### src/rtl/vigna_bus_pkg.sv
// Shared types and constants for the Vigna instruction/data bus arbiter.
// Latency: n/a (declarations only).
// Backpressure: n/a.
package vigna_bus_pkg;

    localparam int XLEN = 32;

    typedef enum logic [1:0] {
        IDLE   = 2'd0,
        BUSY_I = 2'd1,
        BUSY_D = 2'd2,
        TURN   = 2'd3
    } arb_state_t;

    typedef enum logic {
        GNT_I = 1'b0,
        GNT_D = 1'b1
    } gnt_t;

endpackage

### src/rtl/vigna_bus_arbiter_if.sv
// Bundle of the instruction, data and shared memory port signals of the arbiter.
// Latency: n/a (wiring only).
// Backpressure: valid/ready on each side; the arbiter drives i_ready/d_ready from m_ready.
// Modports: slave = arbiter view, master = requester + memory view.
interface vigna_bus_arbiter_if;
    import vigna_bus_pkg::*;

    // instruction requester (read-only)
    logic            i_valid;
    logic            i_ready;
    logic [XLEN-1:0] i_addr;
    logic [XLEN-1:0] i_rdata;
    // data requester (d_wstrb == 0 means read)
    logic            d_valid;
    logic            d_ready;
    logic [XLEN-1:0] d_addr;
    logic [XLEN-1:0] d_rdata;
    logic [XLEN-1:0] d_wdata;
    logic [3:0]      d_wstrb;
    // shared memory port
    logic            m_valid;
    logic            m_ready;
    logic [XLEN-1:0] m_addr;
    logic [XLEN-1:0] m_rdata;
    logic [XLEN-1:0] m_wdata;
    logic [3:0]      m_wstrb;
    // watchdog completion pulse
    logic            bus_err;

    modport slave (
        input  i_valid, i_addr,
        input  d_valid, d_addr, d_wdata, d_wstrb,
        input  m_ready, m_rdata,
        output i_ready, i_rdata,
        output d_ready, d_rdata,
        output m_valid, m_addr, m_wdata, m_wstrb,
        output bus_err
    );

    modport master (
        output i_valid, i_addr,
        output d_valid, d_addr, d_wdata, d_wstrb,
        output m_ready, m_rdata,
        input  i_ready, i_rdata,
        input  d_ready, d_rdata,
        input  m_valid, m_addr, m_wdata, m_wstrb,
        input  bus_err
    );

endinterface

### src/rtl/vigna_arb_pick.sv
// Grant selection between instruction and data requesters (combinational).
// Latency: 0 cycles. Backpressure: none; caller only uses grant when a valid is high.
// Ports: i_valid, d_valid, last_grant in; grant out. Macro VIGNA_ARB_ROUND_ROBIN_EN
// selects round-robin ties; otherwise ties always go to D.
module vigna_arb_pick
    import vigna_bus_pkg::*;
(
    input  logic i_valid,
    input  logic d_valid,
    input  gnt_t last_grant,
    output gnt_t grant
);

    always_comb begin
        grant = GNT_D;
        if (i_valid && !d_valid) begin
            grant = GNT_I;
        end else if (i_valid && d_valid) begin
`ifdef VIGNA_ARB_ROUND_ROBIN_EN
            // alternate: the requester not served last wins the tie
            grant = (last_grant == GNT_D) ? GNT_I : GNT_D;
`else
            grant = GNT_D;
`endif
        end
    end

`ifndef VIGNA_ARB_ROUND_ROBIN_EN
    // fixed priority ignores history
    logic unused_last_grant;
    assign unused_last_grant = (last_grant == GNT_I);
`endif

endmodule

### src/rtl/vigna_bus_arbiter.sv
// Arbitrates an instruction and a data requester onto one memory port, with optional watchdog.
// Latency: grant registered 1 cycle after valid in IDLE; ready follows m_ready combinationally; one TURN cycle per transfer.
// Backpressure: m_valid and latched request held until m_ready (or watchdog expiry at TIMEOUT>0).
// Ports: clk, reset (sync, active-high), bus (vigna_bus_arbiter_if.slave). Macro: VIGNA_ARB_ROUND_ROBIN_EN.
module vigna_bus_arbiter
    import vigna_bus_pkg::*;
#(
    parameter int unsigned TIMEOUT = 0
) (
    input logic                clk,
    input logic                reset,
    vigna_bus_arbiter_if.slave bus
);

    localparam int unsigned CW = (TIMEOUT > 1) ? $clog2(TIMEOUT + 1) : 1;

    arb_state_t      state_q;
    logic            m_valid_q;
    logic [XLEN-1:0] m_addr_q;
    logic [XLEN-1:0] m_wdata_q;
    logic [3:0]      m_wstrb_q;
    logic [CW-1:0]   wd_cnt_q;
    logic [CW-1:0]   wd_lim;
    gnt_t            last_gnt;
    gnt_t            pick_gnt;
    logic            busy;
    logic            busy_i;
    logic            busy_d;
    logic            wd_hit;

`ifdef VIGNA_ARB_ROUND_ROBIN_EN
    gnt_t last_gnt_q;
    assign last_gnt = last_gnt_q;
`else
    assign last_gnt = GNT_D;
`endif

    vigna_arb_pick u_pick (
        .i_valid    (bus.i_valid),
        .d_valid    (bus.d_valid),
        .last_grant (last_gnt),
        .grant      (pick_gnt)
    );

    assign wd_lim = CW'(TIMEOUT - 1);
    // ready and the watchdog are blanked while reset is asserted so an abandoned
    // transfer never completes toward the requester
    assign busy_i = (state_q == BUSY_I) && !reset;
    assign busy_d = (state_q == BUSY_D) && !reset;
    assign busy   = busy_i || busy_d;
    // m_ready in the limit cycle wins: that is a normal completion
    assign wd_hit = (TIMEOUT != 0) && busy && !bus.m_ready && (wd_cnt_q == wd_lim);

    assign bus.i_ready = busy_i && (bus.m_ready || wd_hit);
    assign bus.d_ready = busy_d && (bus.m_ready || wd_hit);
    assign bus.i_rdata = (busy_i && !wd_hit) ? bus.m_rdata : '0;
    assign bus.d_rdata = (busy_d && !wd_hit) ? bus.m_rdata : '0;
    assign bus.bus_err = wd_hit;

    assign bus.m_valid = m_valid_q;
    assign bus.m_addr  = m_addr_q;
    assign bus.m_wdata = m_wdata_q;
    assign bus.m_wstrb = m_wstrb_q;

    always_ff @(posedge clk) begin
        if (reset) begin
            state_q    <= IDLE;
            m_valid_q  <= 1'b0;
            m_addr_q   <= '0;
            m_wdata_q  <= '0;
            m_wstrb_q  <= '0;
            wd_cnt_q   <= '0;
`ifdef VIGNA_ARB_ROUND_ROBIN_EN
            last_gnt_q <= GNT_D;
`endif
        end else begin
            case (state_q)
                IDLE: begin
                    if (bus.i_valid || bus.d_valid) begin
                        m_valid_q <= 1'b1;
                        wd_cnt_q  <= '0;
`ifdef VIGNA_ARB_ROUND_ROBIN_EN
                        last_gnt_q <= pick_gnt;
`endif
                        if (pick_gnt == GNT_I) begin
                            state_q   <= BUSY_I;
                            m_addr_q  <= bus.i_addr;
                            m_wdata_q <= '0;
                            m_wstrb_q <= '0;
                        end else begin
                            state_q   <= BUSY_D;
                            m_addr_q  <= bus.d_addr;
                            m_wdata_q <= bus.d_wdata;
                            m_wstrb_q <= bus.d_wstrb;
                        end
                    end
                end
                BUSY_I, BUSY_D: begin
                    if (bus.m_ready || wd_hit) begin
                        m_valid_q <= 1'b0;
                        m_wstrb_q <= '0;
                        state_q   <= TURN;
                    end else if (TIMEOUT != 0) begin
                        wd_cnt_q <= wd_cnt_q + 1'b1;
                    end
                end
                // dead cycle: a requester that just saw ready can drop valid
                TURN:    state_q <= IDLE;
                default: state_q <= IDLE;
            endcase
        end
    end

endmodule

### src/flat_wrapper.sv
// flat-port wrapper written by rule: the top's interface ports become plain ports
module vigna_bus_arbiter_flat import vigna_bus_pkg::*;
#(
    parameter int unsigned TIMEOUT = 0
)
  (clk, reset, bus_i_valid, bus_i_addr, bus_d_valid, bus_d_addr, bus_d_wdata, bus_d_wstrb, bus_m_ready, bus_m_rdata, bus_i_ready, bus_i_rdata, bus_d_ready, bus_d_rdata, bus_m_valid, bus_m_addr, bus_m_wdata, bus_m_wstrb, bus_bus_err);
  vigna_bus_arbiter_if bus_i ();
  input logic clk;
  input logic reset;
  input wire logic [$bits(bus_i.i_valid)-1:0] bus_i_valid;
  input wire logic [$bits(bus_i.i_addr)-1:0] bus_i_addr;
  input wire logic [$bits(bus_i.d_valid)-1:0] bus_d_valid;
  input wire logic [$bits(bus_i.d_addr)-1:0] bus_d_addr;
  input wire logic [$bits(bus_i.d_wdata)-1:0] bus_d_wdata;
  input wire logic [$bits(bus_i.d_wstrb)-1:0] bus_d_wstrb;
  input wire logic [$bits(bus_i.m_ready)-1:0] bus_m_ready;
  input wire logic [$bits(bus_i.m_rdata)-1:0] bus_m_rdata;
  output wire logic [$bits(bus_i.i_ready)-1:0] bus_i_ready;
  output wire logic [$bits(bus_i.i_rdata)-1:0] bus_i_rdata;
  output wire logic [$bits(bus_i.d_ready)-1:0] bus_d_ready;
  output wire logic [$bits(bus_i.d_rdata)-1:0] bus_d_rdata;
  output wire logic [$bits(bus_i.m_valid)-1:0] bus_m_valid;
  output wire logic [$bits(bus_i.m_addr)-1:0] bus_m_addr;
  output wire logic [$bits(bus_i.m_wdata)-1:0] bus_m_wdata;
  output wire logic [$bits(bus_i.m_wstrb)-1:0] bus_m_wstrb;
  output wire logic [$bits(bus_i.bus_err)-1:0] bus_bus_err;
  assign bus_i.i_valid = bus_i_valid;
  assign bus_i.i_addr = bus_i_addr;
  assign bus_i.d_valid = bus_d_valid;
  assign bus_i.d_addr = bus_d_addr;
  assign bus_i.d_wdata = bus_d_wdata;
  assign bus_i.d_wstrb = bus_d_wstrb;
  assign bus_i.m_ready = bus_m_ready;
  assign bus_i.m_rdata = bus_m_rdata;
  assign bus_i_ready = bus_i.i_ready;
  assign bus_i_rdata = bus_i.i_rdata;
  assign bus_d_ready = bus_i.d_ready;
  assign bus_d_rdata = bus_i.d_rdata;
  assign bus_m_valid = bus_i.m_valid;
  assign bus_m_addr = bus_i.m_addr;
  assign bus_m_wdata = bus_i.m_wdata;
  assign bus_m_wstrb = bus_i.m_wstrb;
  assign bus_bus_err = bus_i.bus_err;
  vigna_bus_arbiter #(.TIMEOUT(TIMEOUT)) u_core (.clk(clk), .reset(reset), .bus(bus_i));
endmodule
### config.mk
export PLATFORM = sky130hd
export DESIGN_NAME = vigna_bus_arbiter_flat
export DESIGN_NICKNAME = d
export VERILOG_FILES = /design/src/rtl/vigna_bus_pkg.sv /design/src/rtl/vigna_bus_arbiter_if.sv /design/src/rtl/vigna_arb_pick.sv /design/src/rtl/vigna_bus_arbiter.sv /design/src/flat_wrapper.sv
export SDC_FILE = /design/constraint.sdc
export NUM_CORES = 1
export LEC_CHECK = 0
export BUFFER_PORTS_ARGS = -buffer_cell sky130_fd_sc_hd__buf_2
export CORE_AREA = 2 2 105 107
export DETAILED_ROUTE_END_ITERATION = 8
export DIE_AREA = 0 0 107 109
export PLACE_DENSITY = 0.71
export SYNTH_ARGS = -nofsm -noshare
export SYNTH_HDL_FRONTEND = slang
export SYNTH_HIERARCHICAL = 1
export SYNTH_SLANG_ARGS = --single-unit
### constraint.sdc
create_clock -name clk -period 4.6 [get_ports clk]
set_clock_uncertainty 0.15 [all_clocks]
set_input_delay 0 -clock clk [delete_from_list [all_inputs] [get_ports clk]]
set_output_delay 0 -clock clk [all_outputs]
set_load 0.005 [all_outputs]
# After elaboration in Yosys (flattened, before gate mapping)
# Cells that the tools add are included.
# W data, S select, Z words.
classes:
  eq_ne: 5
  n_mux: 15
  n_reduce_logical: 14
op_table:
  columns: ["cell", "count"]
  rows:
  - ["$mux W32", 4]
  - ["$mux W4", 3]
  - ["$pmux W4 S2", 1]
  - ["$mux W2", 3]
  - ["$pmux W2 S3", 1]
  - ["$logic_and A1 B1 Y1", 5]
  - ["$eq A2 B2 Y1 const B", 2]
  - ["$reduce_and A2 Y1", 2]
  - ["$reduce_and A3 Y1", 1]
  - ["$eq A2 B1 Y1 const B", 1]
  - ["$logic_not A1 Y1", 2]
  - ["$logic_not A2 Y1", 1]
  - ["$mux W1", 2]
  - ["$ne A2 B1 Y1 const B", 1]
  - ["$ne A2 B2 Y1 const B", 1]
  - ["$pmux W1 S2", 1]
  - ["$reduce_bool A2 Y1", 1]
  - ["$reduce_or A2 Y1", 1]
  - ["$logic_or A1 B1 Y1", 1]
totals:
  regBits: 71
  input_bits: 137
  output_inout_bits: 136

# Logic depth before layout (Yosys ltp)
# Gate-level depths: netlist of run 1.
logic_depth:
  word_depth: 5
  ltp_mapped: 7
  ltp_nobuf: 5

# Modules after synthesis
# The synthesis of run 1 kept the hierarchy.
modules_own_cells:
  columns: ["module", "instances", "cells_each", "area_each_um2", "seq_area_each_um2"]
  rows:
  - ["vigna_bus_arbiter", 1, 407, 3595.9, 1421.4]
  - ["vigna_arb_pick", 1, 1, 6.3, 0.0]

# Worst setup path before layout of run 1
# Ideal clock, no wire load.
synth_path:
  kind: "register to register"
  from: "register u_core.state_q[0]"
  to: "register u_core.state_q[1]"
  arrival_ns: 1.443
  setup_slack_ns: 2.920
  path_stages_with_launch: 6
  period_less_slack_ns: 1.680
  cell_sequence: "dfxtp_1 -> inv_1 -> ha_1 -> nor2b_1 -> or4_1 -> o31ai_1"
synth_via:
  elab_chain_cells: 4
synth_rtl:
  columns: ["element", "line_no", "text"]
  rows:
  - ["from (decl)", "vigna_bus_arbiter.sv:17", "arb_state_t state_q;"]
  - ["from (signal assigned)", "vigna_bus_arbiter.sv:67", "state_q <= IDLE;"]
  - ["from (signal assigned)", "vigna_bus_arbiter.sv:86", "state_q <= BUSY_I;"]
  - ["from (signal assigned)", "vigna_bus_arbiter.sv:91", "state_q <= BUSY_D;"]
  - ["$eq A2 B2 Y1 or $eq A2 B1 Y1 (tied branches)", "vigna_bus_arbiter.sv:77", "case (state_q)"]
  - ["$reduce_or A2 Y1", "vigna_bus_arbiter.sv:77", null]
  - ["$ne A2 B2 Y1 (no source line)", null, null]
  - ["$reduce_and A2 Y1 (no source line)", null, null]
# Parallel ways exist; a longest one is shown, timed or not.
# A chain may end at the register's enable or synchronous reset.

# Worst setup path after layout of run 1
layout_path:
  from: "input bus_d_valid"
  to: "register u_core.m_addr_q[8] (netlist: u_core/bus.m_addr[8])"
layout_via:
  elab_chain_cells: 3
layout_rtl:
  columns: ["element", "line_no", "text"]
  rows:
  - ["from (decl)", "flat_wrapper.sv:12", "input wire logic [$bits(bus_i.d_valid)-1:0] bus_d_valid;"]
  - ["$logic_not A1 Y1", "vigna_arb_pick.sv:16", "if (i_valid && !d_valid) begin"]
  - ["$logic_and A1 B1 Y1", "vigna_arb_pick.sv:16", null]
  - ["$mux W32", "vigna_bus_arbiter.sv:85", "if (pick_gnt == GNT_I) begin"]
  - ["to (signal assigned)", "vigna_bus_arbiter.sv:87", "m_addr_q <= bus.i_addr;"]
  - ["to (signal assigned)", "vigna_bus_arbiter.sv:92", "m_addr_q <= bus.d_addr;"]
  - ["to (decl)", "vigna_bus_arbiter.sv:19", "logic [XLEN-1:0] m_addr_q;"]
# Parallel ways exist; a longest one is shown, timed or not.

==> metrics.csv, run 1 <==
stage,metric,value,unit
min_path,worst hold path depth,4,
power_and_ir_drop,Clk network pwr share,19.3,%
sta,Final period util,53.7,%
clocking,Worst-path clk slew,80,ps
sta,setup tns final,0,ps
clocking,H-Tree Depth,3,
placement,RePlAce Congestion,0.760,
routing,vias,4331,
placement,PortBufs,271,
critical_path,Critical Path End Type,flip-flop,
routing,initial drt markers,304,
synth,Syn Area/Cell,8.84,sq um
run_status,status,finished clean,
clocking,clk sinks,71,
synth,synth warn,6,
power_and_ir_drop,P_sw,0.992,mW
die,Die H,109,um
global_routing,first-pass GRT wire length,19800,um
global_routing,initial antenna violation count,0,
synth,cells after synthesis,407,
critical_path,FF-to-FF End,u_core/bus.m_addr[26]$_SDFFE_PP0P_,
synth,synthesized area,3600,sq um
placement,Placement Setup Slack,2280,ps
critical_path,Critical Path Fanout Max,40,
sta,f_max,404,MHz
min_path,worst hold endpoint,u_core/bus.m_wstrb[1]$_SDFFE_PP0P_,
cells_and_area,NumNets Final,899,
clocking,Root Buffer,clkbuf_8,
sta,post-route worst setup slack,2130,ps
min_path,Hold Crit Class,input pin to flip-flop,
clocking,worst-skew pair later-pin latency,320,ps
power_and_ir_drop,Lkg Pwr,3.18,nW
sta,minimum clock period,2470,ps
routing,vias per cell,4.80,
routing,drt pass-1 iters,4,
global_routing,GRT Total Usage,21.4,%
critical_path,"Worst Path Class, Setup",input pin to flip-flop,
sta,minimum hold slack,56.9,ps
die,Die W,107,um
clocking,clock buffer count from CTS,9,
sta,Worst Tran Pin Value,1210,ps
power_and_ir_drop,Gate power share,46.8,%
placement,dpl cells,786,
synth,synthesized net count,548,
sta,RSZ-0062 raised after global routing,false,
power_and_ir_drop,pwr dens,421,nW/um^2
clocking,CTS tree,built,
cells_and_area,P&R area growth vs syn,71.8,%
die,row count,38,
global_routing,grt total ovfl,0,
cells_and_area,# diodes,0,
min_path,Hold Crit Start,bus_d_valid,
cells_and_area,final std cells w/o fill,903,
critical_path,r2r setup slk,2170,ps
cells_and_area,fin util,58.3,%
critical_path,startpoint types,input pin,
global_routing,pin count of the biggest net entering global routing,98,
cells_and_area,ratio of cells with drive above 1 in the final layout,42.9,%
clocking,Post-CTS Setup Repair Bufs,0,
power_and_ir_drop,part of the power in registers,33.9,%
sta,Final setup viols,0,
sta,Fin. Hold Viols,0,
die,top-level port count,273,
job,max-cap violations,0,
critical_path,Critical Path RT,4600,ps
power_and_ir_drop,Int Power,1.61,mW
routing,DR DRC count,0,
sta,Slew Limit Fails,0,
critical_path,reg-to-reg critical path startpoint,u_core/state_q[1]$_SDFFE_PP0P_,
power_and_ir_drop,Sw Share,38.1,%
global_routing,vias in the first global route,4271,
routing,WL per Instance,14.7,um
routing,ANT nets after route,0,
die,core area,10600,sq um
sta,max_slew headroom,19.1,%
routing,WL final,13300,um
clocking,maximum clock insertion buffer count,2,
die,effective utilization at floorplan,33.9,%
power_and_ir_drop,Peak supply drop,0.333,mV
critical_path,worst reg2reg path depth,5,
critical_path,Critical Path AT,2470,ps
placement,DPL Wire Length,8570,um
die,die area,11700,sq um
[worst max-delay path, stage by stage]
cell and delay [ps]:
buf_2 150, nand2b_2 900, buf_4 490, mux2i_1 240
dlygate4sd3_1 580, a211oi_2 70
[power by group through the flow]
stage               clock network (mW)  logic, mW  registers (mW)
floorplan                            0      0.741           0.903
global placement                     0       1.08           0.882
detailed placement                   0       1.13           0.890
CTS                              0.517       1.20           0.879
global route                     0.548       1.33           0.902
finish                           0.504       1.22           0.882
[final cells by class]
type | instances | area [sq um]
Clock buffer | 11 | 141
Clock inverter | 5 | 57.6
Fill cell | 875 | 4420
Inverter | 2 | 7.51
Multi-Input combinational cell | 297 | 1970
Sequential cell | 71 | 1420
Tap cell | 140 | 175
Timing Repair Buffer | 377 | 2400
[repair_timing]
item	CTS	global route
gates resized for setup	0	0
hold buffers	101	0
hold endpoints to repair	70	0
[metrics by stage]
| stage | cell area [sq um] | power, mW |
|---|---|---|
| after floorplan | 3600 | 1.64 |
| after global placement | 4970 | 1.96 |
| after detailed placement | 4970 | 2.02 |
| after CTS | 6180 | 2.60 |
| after global routing | 6180 | 2.78 |
| final | 6180 | 2.60 |
[layout by cell type (no fill, tap or decap), types with 2 or more instances in the layout]
| cell | count |
|---|---|
| nor2b_1 | 4 |
| inv_1 | 2 |
| clkbuf_8 | 10 |
| a211oi_2 | 30 |
| ha_1 | 4 |
| a21oi_1 | 38 |
| a211oi_1 | 2 |
| nor2_1 | 34 |
| dlygate4sd3_1 | 101 |
| nand4_1 | 4 |
| clkinv_2 | 2 |
| nand2_1 | 32 |
| o21ai_0 | 6 |
| mux2i_1 | 34 |
| clkinv_4 | 2 |
| nand3_1 | 32 |
| and2_1 | 66 |
| buf_4 | 5 |
| dfxtp_1 | 71 |
| buf_2 | 271 |
[layer usage]
metal  up-vias  global-route usage, %  wire length, um
met5         -                      0                0
li1       2087                      -                -
met3        24                   5.08              875
met2       216                   42.5             7310
met4         0                   7.70              234
met1      2004                   21.5             4840
[sequential cells by signal (all words and copies together) (netlist names)]
signal,count
u_core/state_q,2
u_core/bus.m_wstrb,4
u_core/bus.m_valid,1
u_core/bus.m_wdata,32
u_core/bus.m_addr,32
[worst max-delay path by stage]
stage | from | end | slack, ps | cells past startpoint
2_1_floorplan | u_core/state_q[0]$_SDFFE_PP0P_ | u_core/state_q[1]$_SDFFE_PP0P_ | 2920 | 5
3_3_place_gp | u_core/state_q[1]$_SDFFE_PP0P_ | u_core/bus.m_wdata[0]$_SDFFE_PP0P_ | 2430 | 5
3_5_place_dp | u_core/state_q[1]$_SDFFE_PP0P_ | u_core/bus.m_wdata[10]$_SDFFE_PP0P_ | 2280 | 5
4_1_cts | bus_d_valid | u_core/bus.m_addr[14]$_SDFFE_PP0P_ | 2200 | 6
5_1_grt | bus_d_valid | u_core/bus.m_addr[11]$_SDFFE_PP0P_ | 2030 | 6
6_report | bus_d_valid | u_core/bus.m_addr[8]$_SDFFE_PP0P_ | 2130 | 6
(Power assumes the default switching activity.)
==> inputs of run 2 (changes only) <==
- CORE_AREA: 2 2 105 107 -> not set
- CORE_ASPECT_RATIO: not set -> 0.8
- CORE_MARGIN: not set -> 2
- CORE_UTILIZATION: not set -> 36
- DIE_AREA: 0 0 107 109 -> not set
- PLACE_DENSITY: 0.71 -> 0.77
- clock period: 4.6 -> 2.05 ns (I/O delays scaled with it)
==> run 2 against run 1 <==
Net effect:
- non-clock buffer count increased by 8
- register-to-register slack got worse by 2000 ps
- setup slack got worse by 2000 ps
- sequential cell count unchanged
- critical path depth unchanged
- final area increased by 3.6%
- utilization increased by 7.8 points
- worst hold slack improved by 19 ps
- clock-buffer cell count decreased by 2
- combinational power increased by 140%
- die area decreased by 7.3%
- global-route usage increased by 3.5 points
- largest power group unchanged
==> metrics.csv, run 2 (same netlist as run 1, synthesis figures left out) <==
stage,metric,value,unit,change
sta,RSZ-0062 raised after global routing,false,,
run_status,status,finished clean,,
die,core area,9690,sq um,-8.6%
sta,Slew Limit Fails,0,,unchanged
global_routing,vias in the first global route,4516,,+5.7%
global_routing,first-pass GRT wire length,21100,um,+6.7%
global_routing,initial antenna violation count,2,,+2
cells_and_area,P&R area growth vs syn,78.0,%,
cells_and_area,final std cells w/o fill,910,,+0.78%
routing,vias per cell,4.82,,+0.56%
die,die area,10800,sq um,-7.3%
placement,RePlAce Congestion,0.844,,+11%
routing,vias,4389,,+1.3%
critical_path,Critical Path RT,2150,ps,-2450 ps
clocking,clock buffer count from CTS,9,,unchanged
job,max-cap violations,0,,unchanged
die,row count,32,,-16%
critical_path,reg-to-reg critical path startpoint,u_core/state_q[1]$_SDFFE_PP0P_,,
clocking,maximum clock insertion buffer count,2,,unchanged
sta,Fin. Hold Viols,0,,unchanged
min_path,Hold Crit Start,bus_d_valid,,
critical_path,startpoint types,flip-flop,,
clocking,clk sinks,71,,unchanged
routing,WL per Instance,15.3,um,+4.2%
routing,DR DRC count,0,,unchanged
sta,Final setup viols,0,,unchanged
global_routing,GRT Total Usage,24.8,%,+3.5 points
critical_path,Critical Path End Type,flip-flop,,
cells_and_area,"commonest non-fill, non-tap cells in the layout","buf_2 (271), dlygate4sd3_1 (104), dfxtp_1 (71), and2_1 (66), a21oi_1 (38)",,
global_routing,grt total ovfl,0,,unchanged
min_path,Hold Crit Class,input pin to flip-flop,,
sta,Final period util,92.3,%,
critical_path,Critical Path Fanout Max,41,,+2.5%
critical_path,"Worst Path Class, Setup",flip-flop to flip-flop,,
global_routing,pin count of the biggest net entering global routing,45,,-54%
routing,WL final,13900,um,+5.0%
power_and_ir_drop,Lkg Pwr,3.28,nW,+2.8%
routing,initial drt markers,134,,-56%
die,top-level port count,273,,unchanged
clocking,Worst-path clk slew,70,ps,about the same
sta,f_max,528,MHz,
sta,setup tns final,0,ps,unchanged
die,Die W,116,um,+8.2%
critical_path,Critical Path AT,1990,ps,-480 ps
clocking,H-Tree Depth,3,,unchanged
placement,dpl cells,787,,+0.13%
cells_and_area,"commonest non-fill, non-tap cell in the layout",buf_2,,
cells_and_area,ratio of cells with drive above 1 in the final layout,43.2,%,+0.33 points
power_and_ir_drop,pwr dens,1010,nW/um^2,+140%
die,effective utilization at floorplan,37.1,%,+3.2 points
clocking,CTS tree,built,,
power_and_ir_drop,Peak supply drop,0.569,mV,+71%
clocking,Root Buffer,clkbuf_16,,
critical_path,critical path launch point,u_core/state_q[1]$_SDFFE_PP0P_,,
routing,ANT nets after route,0,,unchanged
die,Die H,93.4,um,-14%
placement,DPL Wire Length,8840,um,+3.2%
placement,PortBufs,271,,unchanged
sta,Worst Tran Pin Value,554,ps,-659 ps
sta,minimum hold slack,76.2,ps,+19.3 ps
clocking,worst-skew pair later-pin latency,320,ps,about the same
sta,minimum clock period,1890,ps,
cells_and_area,NumNets Final,907,,+0.89%
sta,max_slew headroom,63.1,%,+44 points
routing,drt pass-1 iters,5,,+1
[run 2: cell count changes in the layout (fill, tap and decap cells not counted), sizes merged, moves of 3 or more]
| cell | delta |
|---|---|
| clkinvlp | +3 |
| clkinv | -3 |
| buf | +5 |
| diode | +3 |
| dlygate4sd3 | +3 |
[run 2: routing by layer]
layer	share of wire [%]	up-vias	track usage [%]
met2	55	211	47.2
met5	0	-	0
met3	6.6	40	5.96
li1	-	2115	-
met1	35	2023	25.0
met4	3.5	0	12.7
[run 2: area by class of cell]
| cell class | count | area [sq um] |
|---|---|---|
| sequential | 71 | 1420 |
| multi-input combinational | 297 | 1970 |
| antenna | 3 | 7.51 |
| timing repair buffer | 385 | 2520 |
| clock buffer | 9 | 225 |
| fill | 765 | 3280 |
| inverter | 2 | 7.51 |
| clock inverter | 7 | 78.8 |
| tap | 136 | 170 |
[run 2: final timing paths]
check | to | slack (ps) | cells past startpoint
worst max register to register | u_core/bus.m_wdata[30]$_SDFFE_PP0P_ | 160 | 6
worst min-delay path | u_core/bus.m_wstrb[2]$_SDFFE_PP0P_ | 80 | 4
worst max-delay path | u_core/bus.m_wdata[30]$_SDFFE_PP0P_ | 160 | 6
worst min register to register | u_core/bus.m_wdata[19]$_SDFFE_PP0P_ | 300 | 2
[run 2: critical path: stages, from the launching register on]
cell	delay [ps]
dfxtp_1	310
inv_1	120
ha_1	290
o21a_4	330
buf_12	250
nand3_1	110
a21oi_1	220
[run 2: what timing repair did]
action                                 4_1_cts  5_1_grt
gates resized for setup                      0        0
setup buffers                                0        0
endpoints found under the hold margin       70        0
hold buffers                               104        0
[run 2: metrics by stage]
step | power, mW | area (sq um) | util, % | setup slack, ps
after floorplan | 3.69 | 3600 | - | 370
after global placement | 4.52 | 5050 | 52.2 | 337
after detailed placement | 4.65 | 5050 | 52.2 | 223
after CTS | 6.42 | 6400 | 66.0 | 206
after global routing | 6.86 | 6400 | 66.1 | 24.2
final | 6.46 | 6410 | 66.1 | 157
[run 2: report_power, final]
part	total, mW	switching [mW]	internal (mW)	leakage, nW
Sequential	1.99	0.208	1.78	0.586
Clock	1.57	0.620	0.952	0.139
Combinational	2.90	1.56	1.34	2.55
